$ cat config.mk
export PLATFORM = sky130hd
export DESIGN_NAME = i2s_audio_out
export DESIGN_NICKNAME = d
export VERILOG_FILES = /design/src/rtl/i2s_audio_out.sv
export SDC_FILE = /design/constraint.sdc
export NUM_CORES = 1
export LEC_CHECK = 0
export BUFFER_PORTS_ARGS = -buffer_cell sky130_fd_sc_hd__buf_2
export CORE_ASPECT_RATIO = 0.6
export CORE_MARGIN = 2
export CORE_UTILIZATION = 40
export CTS_CLUSTER_SIZE = 30
export DETAILED_ROUTE_END_ITERATION = 8
export PLACE_DENSITY = 0.57
export SYNTH_ARGS = -nofsm -noshare
export SYNTH_HDL_FRONTEND = slang
export SYNTH_SLANG_ARGS = --single-unit
$ cat constraint.sdc
create_clock -name clk -period 3.66 [get_ports clk]
set_clock_uncertainty 0.1 [all_clocks]
set_input_delay 0.915 -clock clk [delete_from_list [all_inputs] [get_ports clk]]
set_output_delay 0.915 -clock clk [all_outputs]
set_load 0.02 [all_outputs]
$ cat src/rtl/i2s_audio_out.sv
// ---------------------------------------------------------------------------
// i2s_audio_out
//
// Serialises a mono signed audio sample from the synth core onto an I2S link
// towards an external DAC. The same sample is sent in the left and in the
// right slot of every frame. A one-deep holding register decouples the
// producer from the frame timing: the producer may hand over the next sample
// at any time during a frame, and it is moved into the transmit register at
// the start of the following frame. If no new sample has arrived by then,
// the previous one is repeated and an underrun pulse is raised.
//
// Ports
//   clk           system clock, the only clock in the block
//   rst_n         asynchronous active-low reset
//   sample_in     signed two's-complement sample (sent as raw bits)
//   sample_valid  sample_in is valid this cycle
//   sample_ready  holding register empty; transfer on valid && ready
//   i2s_bclk      serial bit clock, clk / (2*BCLK_HALF)
//   i2s_lrclk     word select, 0 = left slot, 1 = right slot
//   i2s_data      serial data, MSB first, one BCLK after the slot edge
//   frame_start   one-clk pulse when a new frame begins
//   underrun      one-clk pulse when a frame begins with no fresh sample
// ---------------------------------------------------------------------------
module i2s_audio_out #(
  parameter int SAMPLE_BITS = 12,
  parameter int BCLK_HALF   = 3,
  parameter int SLOT_BITS   = 16
) (
  input  logic                   clk,
  input  logic                   rst_n,
  input  logic [SAMPLE_BITS-1:0] sample_in,
  input  logic                   sample_valid,
  output logic                   sample_ready,
  output logic                   i2s_bclk,
  output logic                   i2s_lrclk,
  output logic                   i2s_data,
  output logic                   frame_start,
  output logic                   underrun
);

  localparam int FRAME_BITS = 2 * SLOT_BITS;
  localparam int DIV_W      = (BCLK_HALF > 1) ? $clog2(BCLK_HALF) : 1;
  localparam int CNT_W      = $clog2(FRAME_BITS);

  localparam logic [DIV_W-1:0] DIV_LAST = DIV_W'(BCLK_HALF - 1);
  localparam logic [CNT_W-1:0] CNT_LAST = CNT_W'(FRAME_BITS - 1);
  localparam logic [CNT_W-1:0] SLOT_LEN = CNT_W'(SLOT_BITS);

  logic [DIV_W-1:0]       div_cnt;
  logic [CNT_W-1:0]       bit_cnt;
  logic [SAMPLE_BITS-1:0] hold;
  logic                   hold_full;
  logic [SAMPLE_BITS-1:0] frame_sample;

  logic                   div_wrap;
  logic                   fall_evt;
  logic                   frame_load;
  logic                   accept;
  logic [CNT_W-1:0]       bit_cnt_nxt;
  logic [CNT_W-1:0]       slot_pos;
  logic                   next_lrclk;
  logic                   next_data;

  assign sample_ready = !hold_full;

  // Event decoding and next serial bit. Everything on the link moves on the
  // clk edge where BCLK falls, so the DAC sees stable data on its rising
  // edge. The data bit is selected for the position the bit counter is
  // about to enter: slot position 0 is the I2S delay bit, positions
  // 1..SAMPLE_BITS carry the sample MSB first, the remainder pads with 0.
  always_comb begin
    div_wrap    = (div_cnt == DIV_LAST);
    fall_evt    = div_wrap && i2s_bclk;
    bit_cnt_nxt = (bit_cnt == CNT_LAST) ? '0 : bit_cnt + CNT_W'(1);
    frame_load  = fall_evt && (bit_cnt == CNT_LAST);
    accept      = sample_valid && !hold_full;
    next_lrclk  = (bit_cnt_nxt >= SLOT_LEN);
    slot_pos    = next_lrclk ? (bit_cnt_nxt - SLOT_LEN) : bit_cnt_nxt;
    next_data   = 1'b0;
    for (int i = 0; i < SAMPLE_BITS; i++) begin
      if (slot_pos == CNT_W'(SAMPLE_BITS - i)) begin
        next_data = frame_sample[i];
      end
    end
  end

  // BCLK generator: the divider wraps every BCLK_HALF clocks and each wrap
  // toggles the bit clock.
  always_ff @(posedge clk or negedge rst_n) begin
    if (!rst_n) begin
      div_cnt  <= '0;
      i2s_bclk <= 1'b0;
    end else if (div_wrap) begin
      div_cnt  <= '0;
      i2s_bclk <= ~i2s_bclk;
    end else begin
      div_cnt  <= div_cnt + DIV_W'(1);
    end
  end

  // Bit counter, word select and serial data. Reset parks the counter on
  // the last bit of a right slot so that the first BCLK fall after reset
  // opens frame 0 with the left slot.
  always_ff @(posedge clk or negedge rst_n) begin
    if (!rst_n) begin
      bit_cnt   <= CNT_LAST;
      i2s_lrclk <= 1'b1;
      i2s_data  <= 1'b0;
    end else if (fall_evt) begin
      bit_cnt   <= bit_cnt_nxt;
      i2s_lrclk <= next_lrclk;
      i2s_data  <= next_data;
    end
  end

  // Holding register and frame load. A full holding register blocks the
  // producer, so a waiting sample is never overwritten. At a frame start a
  // waiting sample moves to the transmit register; otherwise the previous
  // sample repeats and underrun is flagged. On an underrun load the hold is
  // empty, so a sample offered on that same edge is still accepted and is
  // played in the following frame.
  always_ff @(posedge clk or negedge rst_n) begin
    if (!rst_n) begin
      hold         <= '0;
      hold_full    <= 1'b0;
      frame_sample <= '0;
      frame_start  <= 1'b0;
      underrun     <= 1'b0;
    end else begin
      frame_start <= frame_load;
      underrun    <= frame_load && !hold_full;
      if (frame_load && hold_full) begin
        frame_sample <= hold;
        hold_full    <= 1'b0;
      end else if (accept) begin
        hold      <= sample_in;
        hold_full <= 1'b1;
      end
    end
  end

endmodule

==> results of run 1 <==
==> through the flow <==
stage	utilization	power, mW	hold WS [ns]
finish	0.474	0.837	0.382
global route	0.474	0.874	0.419
CTS	0.474	0.851	0.385
detailed placement	0.443	0.465	0.371
global placement	0.443	0.462	0.358
floorplan	-	0.444	0.338
==> synth_stat cells (all sizes together) <==
cell type | instances | area (um^2)
xnor2 | 2 | 17.5
nor3b | 1 | 7.51
buf | 3 | 36.3
or3 | 1 | 6.26
nor2b | 3 | 18.8
dfstp | 5 | 131
nor2 | 3 | 11.3
nand2b | 1 | 6.26
mux2i | 1 | 10.0
or2 | 1 | 6.26
o31ai | 1 | 7.51
a2111oi | 1 | 8.76
o21ai | 8 | 40.0
inv | 4 | 15.0
a311oi | 1 | 8.76
dfrtp | 31 | 776
and3b | 1 | 8.76
and2 | 2 | 16.3
and3 | 2 | 13.8
o21a | 1 | 7.51
or2b | 1 | 7.51
a21oi | 1 | 5.00
nand3b | 1 | 7.51
nand3 | 1 | 5.00
mux2 | 24 | 304
a32oi | 1 | 8.76
and2b | 1 | 8.76
nand2 | 12 | 52.6
ha | 6 | 75.1
a211oi | 3 | 22.5
==> final cells by class <==
class / instances / area share
clock buffer: 7 / 0.0504
inverter: 4 / 0.00786
multi-input combinational: 81 / 0.362
sequential: 36 / 0.475
tap: 50 / 0.0327
timing repair buffer: 21 / 0.0563
clock inverter: 1 / 0.0157
==> critical path: stages, from the launching register on <==
cell     delay, ns
dfstp_2       0.58
ha_1          0.19
and3_1        0.16
ha_1          0.30
and2_4        0.22
nand2_4       0.15
mux2_4        0.34
==> flip-flops by register name, summed over array words and instances (netlist names) <==
name and count:
i2s_bclk 1, div_cnt 2, hold_full 1, underrun 1
frame_sample 12, frame_start 1, i2s_data 1, hold 12
bit_cnt 4, i2s_lrclk 1
==> layer usage <==
layer	vias up	GRT usage	wire, um
met5	-	0	0
met4	0	0.0703	46
met3	6	0.0521	127
met2	15	0.192	1150
met1	476	0.207	1540
li1	485	-	-
==> cell families after synthesis <==
logic type,synth area share
compound gates,0.0660
simple gates,0.107
fa+ha+maj,0.0455
xor+xnor,0.0106
buf+inv,0.0311
mux,0.190
flops,0.550
==> worst max-delay path by stage <==
stage,slack [ns],endpoint,from
floorplan,1.66,frame_sample[0],bit_cnt[0]
global placement,1.61,frame_sample[4],bit_cnt[0]
detailed placement,1.52,frame_sample[2],bit_cnt[0]
CTS,1.49,frame_sample[4],bit_cnt[0]
global route,1.37,frame_sample[4],bit_cnt[0]
finish,1.50,frame_sample[4],bit_cnt[0]
==> where the power goes <==
| part | leakage [nW] | internal [mW] | switching [mW] |
|---|---|---|---|
| clock | 0.0645 | 0.240 | 0.141 |
| sequential | 0.452 | 0.415 | 0.00957 |
| combinational | 0.420 | 0.0180 | 0.0129 |
==> results.ini, run 1 <==
[layout]
fill_cells = 365
final_cell_mix = dfrtp_1, buf_2, mux2_2
layout.nets = 170
fin_cells = 200
drive_above_1_share = 0.427
seqCellArea_um2 = 907
antenna_cells = 0
stdcell_area_um2 = 1910
mostFrequentLayoutCell = dfrtp_1
multiInputGateArea_um2 = 692
area_growth_syn_to_layout_pct = 15.8

[detailed_routing]
viasPerCell = 4.91
drtIter0Drc = 66
dr_total_vias = 982
avgRoutedWirePerCell_um = 14.3
antenna_left = 0
drc = 0
drt-total-wl_mm = 2.86
dr.pass1.iters = 2

[global_routing]
antenna_found_initial = 0
grt_pass1_vias = 961
track_usage = 0.145
grt_first_pass_wirelength_mm = 4.87
grt_remaining_overflow = 0
grt_max_degree = 37

[clocking]
h-tree-depth = 2
cts_sinks = 36
cts_buffers = 5
post_cts_resized = 0
worst_skew_pair.late_latency_ns = 0.29
cts_hold_buf = 0
root_buffer = clkbuf_8
cts_tree = yes
post_cts.repair.setup_buffers = 0
path_clk_slew_ns = 0.07
clockBufferDepth = 2

[placed_design]
place.port_buffers = 20
dp_slack_ns = 1.52
dpl.hpwl_mm = 2.00
dpl.cell_count = 192
placed_area_um2 = 1780
gp_congestion = 0.841

[worst_setup_path]
cp_max_fo = 13
crit_type = flop to flop
reg2reg_from = bit_cnt[0]
r2r_end = frame_sample[4]
startpoint_type = flop
setup.worst_path.end_class = flop
reg2reg_slack_ns = 1.50
reg2reg_depth = 6
cp.arrival_ns = 2.23
cp_data_required_time_ns = 3.73

[timing]
fin_ws_ns = 1.50
final.min_clock_period_ns = 2.16
max-slew-margin-rel = 0.463
setup_tns_ns = 0
final.period_utilization = 0.590
setup_viol = 0
rsz0062_at_grt = false
slew_viol_final = 0
max_freq_mhz = 463
tightestPinTransition_ns = 0.806
finalHoldViolCount = 0

[outcome]
run_status = finished, final reports clean

[synthesis]
ys_ff_latch = 36
avgSynthCellArea_um2 = 13.3
synth_cell_types = 36
yosysSeqAreaShare = 0.550
synth_area_um2 = 1650
syn_nets = 145
synthCells = 124
ys_warn_count = 0

[hold_path]
hold_path_depth = 1
min_to = div_cnt[0]
hold_start = div_cnt[1]
hold_path.class = flop to flop

[run]
max_cap_violations = 0

[pwr]
irDropWorstVdd_mv = 0.206
power.density_nw_per_um2 = 438
p_leak_nw = 0.937

[die]
row_count = 18
die_area_um2 = 4670
ios = 21
die_w_um = 86.9
initial_utilization = 0.409
die_h_um = 53.8
coreArea_um2 = 4030

No activity file was read; power rests on OpenSTA's default activity.
==> run 2, diff against run 1 <==
Clock period 3.66 ns to 2 ns, I/O delays scaled along.
==> results.ini, run 2 (synthesis results as in run 1) <==
[pwr]
clock_power_share = 0.387
p_seq_frac = 0.571
intPower_mw = 1.07
power.density_nw_per_um2 = 687
p_sw_frac = 0.211
power.switching_mw = 0.287
p_leak_nw = 0.954
irDropWorstVdd_mv = 0.258
power_mw = 1.36
p_comb_frac = 0.042

[clocking]
h-tree-depth = 2
root_buffer = clkbuf_8
cts_buffers = 5
worst_skew_pair.late_latency_ns = 0.28
cts_sinks = 36
cts_tree = yes
clockBufferDepth = 2
path_clk_slew_ns = 0.07

[timing]
setup_viol = 0
fin_ws_ns = 0.0306
final.period_utilization = 0.985
tightestPinTransition_ns = 0.451
finalHoldViolCount = 0
max_freq_mhz = 508
max-slew-margin-rel = 0.699
rsz0062_at_grt = true
final.min_clock_period_ns = 1.97
slew_viol_final = 0

[placed_design]
place.port_buffers = 20
dpl.hpwl_mm = 1.99
placed_area_um2 = 1820
dp_slack_ns = -0.0310
gp_congestion = 0.771

[die]
row_count = 18
coreArea_um2 = 4030
ios = 21
die_w_um = 86.9
die_h_um = 53.8
die_area_um2 = 4670
initial_utilization = 0.409

[layout]
drive_above_1_share = 0.472
final_cell_mix = dfrtp_1, buf_2, mux2_2
final_util = 0.491
layout.nets = 179
stdcell_area_um2 = 1980
largest_registers = frame_sample (12), hold (12), bit_cnt (4)
area_growth_syn_to_layout_pct = 19.9
mostFrequentLayoutCell = dfrtp_1
fill_cells = 344
antenna_cells = 0

[worst_setup_path]
startpoint_type = flop
cpPeakStageDelay_ns = 0.57
crit_type = flop to flop
setup.worst_path.end_class = flop
critical_path.cell_chain = ha_2 -> and3_4 -> ha_4 -> and2_4 -> nand2_8 -> mux2_4
cp_slowest_cell = dfstp_2
cp_data_required_time_ns = 2.06
cp_max_fo = 7
cp.arrival_ns = 2.03

[global_routing]
antenna_found_initial = 0
grt_max_degree = 37
grt_remaining_overflow = 0
track_usage = 0.136
grt_pass1_vias = 965
grt_first_pass_wirelength_mm = 4.66

[detailed_routing]
drc = 0
antenna_left = 0
viasPerCell = 4.93
dr.pass1.iters = 4
drtIter0Drc = 33
dr_total_vias = 1030
drt-total-wl_mm = 2.95
avgRoutedWirePerCell_um = 14.1

[outcome]
run_status = finished, final reports clean

[run]
max_cap_violations = 0

[hold_path]
hold_path.class = input port to async pin

-- run 2: path summary, 6_finish.rpt --
| check | from | to | slack (ns) | depth (start not counted) |
|---|---|---|---|---|
| min in group clk | sample_valid | hold_full | 0.33 | 2 |
| worst min-delay path | rst_n | hold[0] | 0.14 | 2 |
| max in group asynchronous | rst_n | bit_cnt[2] | 1.30 | 2 |
| worst min register to register | i2s_lrclk | i2s_lrclk | 0.38 | 2 |
| worst max-delay path | bit_cnt[1] | frame_sample[7] | 0.03 | 6 |
| worst max register to register | bit_cnt[1] | frame_sample[7] | 0.03 | 6 |
-- run 2: per-layer routing --
metal	GRT usage	share of wire	vias up
li1	-	-	502
met1	0.184	0.50	511
met2	0.206	0.46	15
met3	0.0491	0.042	2
met4	0.0391	0.0034	0
met5	0	0	-
-- run 2: per-stage QoR --
step                setup TNS [ns]  hold slack, ns  instances
finish                           0           0.141        209
global route                -0.277           0.171        209
CTS                              0           0.154        205
detailed placement          -0.258           0.360        197
global placement                 0           0.361        197
floorplan                        0           0.104        124
-- run 2: power by group through the flow --
stage	clock network, mW	registers [mW]	logic (mW)
final	0.526	0.777	0.0577
after global placement	0	0.790	0.0572
after CTS	0.548	0.777	0.0603
after floorplan	0	0.784	0.0284
after global routing	0.573	0.781	0.0658
after detailed placement	0	0.792	0.0598
-- run 2: what timing repair did --
action,CTS,global route
resized for setup,2,3
gates cloned,0,1
hold buffers,0,0
setup endpoints to repair,12,13
pin swaps,0,1
buffers inserted,0,3
-- run 2: critical path: cells and delay by family (launching register included) --
kind / cells / cell delay, ns
flip-flops: 1 / 0.57
adder cells (fa/ha/maj): 2 / 0.36
AND/OR/NAND/NOR: 3 / 0.49
multiplexers: 1 / 0.32
-- run 2: area by class of cell --
| class | instances | area [um^2] | share of cell area |
|---|---|---|---|
| Clock buffer | 7 | 86.3 | 0.0436 |
| Clock inverter | 1 | 7.51 | 0.00379 |
| Inverter | 4 | 15.0 | 0.00759 |
| Multi-Input combinational cell | 82 | 733 | 0.370 |
| Sequential cell | 36 | 907 | 0.458 |
| Tap cell | 50 | 62.6 | 0.0316 |
| Timing Repair Buffer | 29 | 168 | 0.0847 |
==> run 3, diff against run 2 <==
Settings changed: CTS_BUF_LIST set to sky130_fd_sc_hd__clkbuf_4, PLACE_DENSITY 0.57 to not set, PLACE_DENSITY_LB_ADDON set to 0.3.
==> results.ini, run 3 (synthesis results as in run 1) <==
[pwr]
intPower_mw = 1.05
irDropWorstVdd_mv = 0.369
clock_power_share = 0.383
p_leak_nw = 0.946
p_seq_frac = 0.575
p_comb_frac = 0.042
power.switching_mw = 0.294
p_sw_frac = 0.218
power.density_nw_per_um2 = 683

[global_routing]
grt_pass1_vias = 988
grt_max_degree = 37
grt_first_pass_wirelength_mm = 4.71
track_usage = 0.138
grt_remaining_overflow = 0
antenna_found_initial = 0

[worst_setup_path]
cp_data_required_time_ns = 2.14
cp_slowest_cell = dfstp_2
crit_family = flip-flops
startpoint_type = flop
critical_path.cell_chain = ha_4 -> and3_4 -> ha_4 -> and2_4 -> nand2_8 -> mux2_4
crit_type = flop to flop
setup.worst_path.end_class = flop
cp_max_fo = 8
worst-path-buf-inv = 0
cp.arrival_ns = 2.09
cpPeakStageDelay_ns = 0.61
crit_top_cell = ha_4

[timing]
tightestPinTransition_ns = 0.432
final.min_clock_period_ns = 1.95
final.period_utilization = 0.975
max_freq_mhz = 513
setup_viol = 0
finalHoldViolCount = 0
max-slew-margin-rel = 0.712
whs_ns = 0.0692
rsz0062_at_grt = true
slew_viol_final = 0

[detailed_routing]
wl_met2_mm = 1.32
drt-total-wl_mm = 2.95
viasPerCell = 4.97
antenna_left = 0
avgRoutedWirePerCell_um = 14.2
met3_length_um = 124
route.top_layer_used = met4
drtIter0Drc = 37
dr.pass1.iters = 4
drc = 0
met1_length_mm = 1.47
dr_total_vias = 1034

[layout]
layout.nets = 178
area_growth_syn_to_layout_pct = 19.6
stdcell_area_um2 = 1970
drive_above_1_share = 0.481
largest_registers = frame_sample (12), hold (12), bit_cnt (4)
antenna_cells = 0
final_cell_mix = dfrtp_1, buf_2, mux2_2
mostFrequentLayoutCell = dfrtp_1

[clocking]
h-tree-depth = 2
cts_hold_buf = 0
cts_sinks = 36
cts_tree = yes
clockBufferDepth = 2
path_clk_slew_ns = 0.12
root_buffer = clkbuf_4
worst_skew_pair.late_latency_ns = 0.34
cts_buffers = 5

[die]
row_count = 18
coreArea_um2 = 4030
die_h_um = 53.8
die_area_um2 = 4670
die_w_um = 86.9
ios = 21
initial_utilization = 0.409

[placed_design]
placed_area_um2 = 1820
gp_congestion = 0.814
dpl.hpwl_mm = 2.01
place.port_buffers = 20

[run]
max_cap_violations = 0

[outcome]
run_status = finished, final reports clean

[hold_path]
hold_path.class = input port to async pin

==> run 3: cell count changes in the layout (fill, tap and decap cells not counted), sizes merged <==
cell,delta
bufinv,+1
buf,-1
clkinv,+1
clkbuf,-2
==> run 3: area by class of cell <==
type                       instances  area (um^2)
tap                               50         62.6
multi-input combinational         82          748
fill                             368         2060
sequential                        36          907
timing repair buffer              28          160
clock inverter                     3         42.5
clock buffer                       5         37.5
inverter                           4         15.0
==> run 3: routing by layer <==
metal | GRT usage | up-vias
met5 | 0 | -
met4 | 0.0469 | 0
met3 | 0.0537 | 7
met2 | 0.192 | 17
met1 | 0.195 | 509
li1 | - | 501
==> run 3: worst reg2reg max path, stage by stage (launching register included) <==
cell and delay, ns:
dfstp_2 0.61, ha_4 0.15, and3_4 0.19, ha_4 0.17, and2_4 0.21, nand2_8 0.10
mux2_4 0.32
==> run 3: path summary, 6_finish.rpt <==
kind / to / startpoint / slack, ns / cells after the start
setup / recovery: frame_sample[7] / bit_cnt[1] / 0.05 / 6
hold / removal: i2s_data / rst_n / 0.07 / 2
setup reg to reg: frame_sample[7] / bit_cnt[1] / 0.05 / 6
hold reg to reg: div_cnt[0] / div_cnt[0] / 0.40 / 1
max in group asynchronous: bit_cnt[0] / rst_n / 1.39 / 2
min in group clk: hold_full / sample_valid / 0.27 / 2
==> run 3: power groups by stage <==
stage               sequential (mW)  combinational [mW]  clock, mW
global route                  0.781              0.0661      0.568
floorplan                     0.784              0.0284          0
finish                        0.775              0.0571      0.516
CTS                           0.776              0.0596      0.527
detailed placement            0.790              0.0594          0
global placement              0.789              0.0572          0
==> run 3: what timing repair did <==
action                                  CTS  global route
gates cloned                              0             1
gates resized for setup                   2             6
pin swaps                                 0             2
setup buffers                             0             2
endpoints found under the setup margin   12            12
hold endpoints to repair                  0             0
==> run 3: metrics by stage <==
step / total power [mW] / setup WS [ns] / cells / TNS (ns) / util
global placement: 0.846 / 0.0207 / 197 / 0 / 0.453
floorplan: 0.812 / 0.0277 / 124 / 0 / -
detailed placement: 0.850 / -0.0329 / 197 / -0.280 / 0.453
global route: 1.41 / -0.0186 / 208 / -0.102 / 0.489
CTS: 1.36 / 0.0192 / 205 / 0 / 0.477
finish: 1.35 / 0.0501 / 208 / 0 / 0.489
